### src/rtl/gpr_wport_arbiter.sv
// Arbitrates the single GPR write port between WB (zero added latency) and buffered LU results.
// LU entries wait in a small FIFO; a starvation counter eventually holds WB so the FIFO drains.
module gpr_wport_arbiter #(
  parameter int STARVE_LIMIT = 4,
  parameter int FIFO_DEPTH   = 2
) (
  input  logic        clk,
  input  logic        rst,
  input  logic        wb_valid,
  input  logic [4:0]  wb_rd,
  input  logic [31:0] wb_data,
  output logic        wb_ready,
  input  logic        lu_valid,
  input  logic [4:0]  lu_rd,
  input  logic [31:0] lu_data,
  output logic        lu_ready,
  input  logic        iss_valid,
  input  logic        iss_long,
  input  logic [4:0]  iss_rd,
  input  logic [4:0]  chk_rs1,
  input  logic [4:0]  chk_rs2,
  input  logic [4:0]  chk_rd,
  output logic        hazard,
  output logic        gpr_we,
  output logic [4:0]  gpr_waddr,
  output logic [31:0] gpr_wdata
);

  localparam int AW = $clog2(FIFO_DEPTH);
  localparam logic [AW:0] DEPTH_C = (AW+1)'(FIFO_DEPTH);
  localparam logic [3:0]  LIMIT_C = 4'(STARVE_LIMIT);

  logic [4:0]    fifo_rd   [FIFO_DEPTH];
  logic [31:0]   fifo_data [FIFO_DEPTH];
  logic [AW-1:0] wr_ptr, rd_ptr;
  logic [AW:0]   count;
  logic [3:0]    starve_cnt, starve_nxt;
  logic [31:0]   busy, busy_nxt;

  logic empty, full, wb_req, force_fifo, grant_wb, grant_fifo, push, pop;
  logic [4:0]  head_rd;
  logic [31:0] head_data;

  assign empty     = (count == '0);
  assign full      = (count == DEPTH_C);
  assign head_rd   = fifo_rd[rd_ptr];
  assign head_data = fifo_data[rd_ptr];

  // rd 0 is never a real write, so it neither requests the port nor gets buffered
  assign wb_req     = wb_valid && (wb_rd != 5'd0);
  assign force_fifo = (starve_cnt == LIMIT_C) && !empty;
  assign grant_fifo = force_fifo || (!wb_req && !empty);
  assign grant_wb   = !force_fifo && wb_req;

  assign wb_ready  = !(force_fifo && wb_req);
  assign lu_ready  = !full;
  assign push      = lu_valid && lu_ready && (lu_rd != 5'd0);
  assign pop       = grant_fifo;

  assign gpr_we    = !rst && (grant_wb || grant_fifo);
  assign gpr_waddr = grant_fifo ? head_rd   : wb_rd;
  assign gpr_wdata = grant_fifo ? head_data : wb_data;

  assign hazard = busy[chk_rs1] | busy[chk_rs2] | busy[chk_rd];

  always_ff @(posedge clk) begin
    if (push) begin
      fifo_rd[wr_ptr]   <= lu_rd;
      fifo_data[wr_ptr] <= lu_data;
    end
  end

  always_ff @(posedge clk or posedge rst) begin
    if (rst) begin
      wr_ptr <= '0;
      rd_ptr <= '0;
      count  <= '0;
    end else begin
      if (push) wr_ptr <= wr_ptr + 1'b1;
      if (pop)  rd_ptr <= rd_ptr + 1'b1;
      if (push && !pop)      count <= count + (AW+1)'(1);
      else if (pop && !push) count <= count - (AW+1)'(1);
    end
  end

  always_comb begin
    starve_nxt = starve_cnt;
    if (empty || pop)
      starve_nxt = 4'd0;
    else if (grant_wb && (starve_cnt != LIMIT_C))
      starve_nxt = starve_cnt + 4'd1;
  end

  // A new long issue to the same rd as the retiring write must stay busy, so set follows clear
  always_comb begin
    busy_nxt = busy;
    if (pop)
      busy_nxt[head_rd] = 1'b0;
    if (iss_valid && iss_long && (iss_rd != 5'd0))
      busy_nxt[iss_rd] = 1'b1;
    busy_nxt[0] = 1'b0;
  end

  always_ff @(posedge clk or posedge rst) begin
    if (rst) begin
      starve_cnt <= 4'd0;
      busy       <= 32'd0;
    end else begin
      starve_cnt <= starve_nxt;
      busy       <= busy_nxt;
    end
  end

endmodule

### config.mk
export PLATFORM = sky130hd
export DESIGN_NAME = gpr_wport_arbiter
export DESIGN_NICKNAME = d
export VERILOG_FILES = /design/src/rtl/gpr_wport_arbiter.sv
export SDC_FILE = /design/constraint.sdc
export NUM_CORES = 1
export LEC_CHECK = 0
export ABC_AREA = 1
export BUFFER_PORTS_ARGS = -buffer_cell sky130_fd_sc_hd__buf_2
export CORE_MARGIN = 3
export CORE_UTILIZATION = 55
export DETAILED_ROUTE_END_ITERATION = 8
export PLACE_DENSITY_LB_ADDON = 0.25
export SYNTH_ARGS = -nofsm -noshare
export SYNTH_HDL_FRONTEND = slang
export SYNTH_SLANG_ARGS = --single-unit
export TNS_END_PERCENT = 20
### constraint.sdc
create_clock -name clk -period 3.6 [get_ports clk]
set_input_delay 0.36 -clock clk [delete_from_list [all_inputs] [get_ports clk]]
set_output_delay 0.36 -clock clk [all_outputs]
set_load 0.01 [all_outputs]
==> results.md <==
* First-pass GRT wire length at 25400 um
* Post-Route Utilization at 0.690
* Die H at 112 um
* R2r startpoint: starve_cnt[0]$_DFFE_PP0P_
* # H-tree levels at 4
* Number of CTS-inserted buffers at 17
* Worst EP required at 3.24 ns
* Top Ports at 141
* Count leader, synth: nand2_1
* Mapped Avg Cell Area at 8.29 um2
* Row count at 38
* R2R Path End: count[1]$_DFFE_PP0P_
* Outcome: complete, no violations
* YS warnings at 0
* Clk_lat worst skew at 0.41 ns
* Layout cell share with drive strength beyond 1 at 0.253
* P_leak at 3.51 nW
* Non-filler cells, final at 1032
* Worst-case clock skew at 0.00897 ns
* Cell taking the most area after synthesis: edfxtp_1
* Final Worst Setup Slack at 0.729 ns
* Grt total ovfl at 0
* VDD IR-drop max at 0.572 mV
* Post-Syn Nets at 850
* Buffers on Ports at 140
* WL per Instance at 15.2 um
* Crit. End Element: primary output
* Hold Fails Final Rpt at 0
* Cts-stage hold buffer count at 0
* FMAX at 348 MHz
* Crit path launch type: register
* RSZ-0062 raised after global routing: no
* Worst Tran Pin Value at 1.10 ns
* Yosys reg bits at 113
* Root buffer cell: clkbuf_16
* Number of flops mapped to enable cells by yosys at 74
* Worst Setup Path Type: reg -> out
* Final #Nets at 982
* Top_reg_cell synth: edfxtp_1
* Post-route minimum period at 2.87 ns
* Type of the most critical hold path: in -> async
* Max_cap viols at 0
* Vias per cell at 5.36
* Drt pass-1 iters at 5
* R2R depth at 10
* Post-synth ARST share at 0.345
* Core footprint at 10900 um2
* Clock-pin slew on the worst setup and hold paths at 0.06 ns
* Crit path DAT at 2.51 ns
* # placed instances at 1000
* Setup TNS at 0 ns
* Cell Area, Synth at 6190 um2
* CTS tree: done
* CTS resizes at 0
* Proportion of synthesized chip area in sequential cells at 0.517
* Final period util at 0.798
* Tot GR Track Use at 0.253
* Clock Path Buffers at 2
* Dpl hpwl at 11200 um
* Largest net degree at the start of global routing at 46
* Starting DRC count in detailed routing at 474
* Drt drc at 0
* Die area at 12600 um2
* Initial antenna violation count at 1
* Post-route ant nets at 0
* Max_slew headroom at 0.263
* Final Max Slew Viols at 0
* Postcts setup bufs at 0
* Number of global-route vias before repair at 5374
* Post-synth top area share at 0.359
* Syn Inst Count at 747
* Reg-to-reg slack, setup at 1.26 ns
* Filler cells at 899
* Post-synth cell types at 31
* Main area contributors after synthesis: edfxtp_1, dfrtp_1, nand2_1
* Area added between synthesis and finish at 21.9%
* Routed wire length at 15700 um
* Worst slack, placed at 1.10 ns
* # clock sinks at 113
* Final Setup Violations at 0
* Initial core utilization at 0.566
* Placer Congestion at 0.900
* Total vias in the final route at 5528
* Post-synth top cells: nand2_1, inv_1, nand3_1, o21ai_0, edfxtp_1
* Die Wd at 112 um
* Worst-path fanout max at 45
* Pwr/cell area at 788 nW/um2
[logic make-up after synthesis]
family	count (synthesis)	share of synthesized area
AND/OR/NAND/NOR	363	0.247
buffers and inverters	132	0.0952
AO/OA/AOI/OAI	131	0.128
flip-flops	113	0.517
XOR/XNOR	5	0.00707
adder cells (fa/ha/maj)	3	0.00606
[cell type report]
type | instances | area (um2) | share of cell area
multi-input combinational | 502 | 2420 | 0.320
clock buffer | 17 | 425 | 0.0563
inverter | 101 | 379 | 0.0502
timing repair buffer | 144 | 743 | 0.0984
clock inverter | 14 | 206 | 0.0273
sequential | 113 | 3200 | 0.424
antenna | 1 | 2.50 | 0.000331
tap | 140 | 175 | 0.0232
[flip-flops by register name (all words and copies together), names as in the netlist]
| register | count |
|---|---|
| starve_cnt | 4 |
| rd_ptr | 1 |
| fifo_rd | 10 |
| count | 2 |
| wr_ptr | 1 |
| busy | 31 |
| fifo_data | 64 |
[how the worst max path moves through the flow]
stage	from	to	slack (ns)	cells past startpoint
floorplan	count[0]$_DFFE_PP0P_	fifo_data[1][0]$_DFFE_PP_	0.91	4
global placement	wb_rd[0]	gpr_wdata[22]	1.17	12
detailed placement	wb_rd[0]	gpr_wdata[18]	1.10	12
CTS	starve_cnt[0]$_DFFE_PP0P_	gpr_wdata[18]	0.71	10
global route	starve_cnt[0]$_DFFE_PP0P_	gpr_wdata[8]	0.47	10
finish	starve_cnt[0]$_DFFE_PP0P_	gpr_wdata[8]	0.73	10
[where the power goes]
group	switching, W	internal [W]	total (W)	leakage [nW]
sequential	0.000346	0.00180	0.00215	1.19
clock	0.000627	0.00117	0.00179	0.304
combinational	0.00131	0.000694	0.00201	2.02
[layer usage]
| layer | vias up | part of all wire | GRT usage |
|---|---|---|---|
| met4 | 0 | 0.017 | 0.0737 |
| li1 | 2724 | - | - |
| met5 | - | 0 | 0 |
| met2 | 229 | 0.50 | 0.440 |
| met3 | 26 | 0.077 | 0.0604 |
| met1 | 2549 | 0.40 | 0.315 |
[per-stage QoR]
stage / cell area, um2 / hold WS, ns / power (W)
global placement: 6920 / 0.466 / 0.00409
floorplan: 6190 / 0.452 / 0.00355
finish: 7550 / 0.0646 / 0.00595
global route: 7550 / 0.0990 / 0.00634
detailed placement: 6920 / 0.474 / 0.00415
CTS: 7550 / 0.0726 / 0.00596
[worst max-delay path, stage by stage, from the launching register on]
cell     delay, ns
dfrtp_1       0.38
inv_1         0.06
ha_1          0.18
nand4_1       0.10
nand2_1       0.06
buf_4         0.20
inv_2         0.50
buf_12        0.30
nand2_1       0.07
o21ai_0       0.08
buf_2         0.15
[placed cells by master, fill, tap and decap left out, drive strengths merged]
cell type and instances:
inv 105, clkinvlp 2, diode 1, o21ai 119, dfrtp 39, o31ai 2, xnor2 2, clkbuf 17
xor2 3, or2 1, o211ai 5, a31oi 2, nand2 232, edfxtp 74, nand3 91, buf 144
bufinv 4, clkinv 4, a21boi 1, ha 3, nand3b 1, nor3 2, a21oi 2, nor2 32
nand4 4
Power figures use the tool's default switching activity.
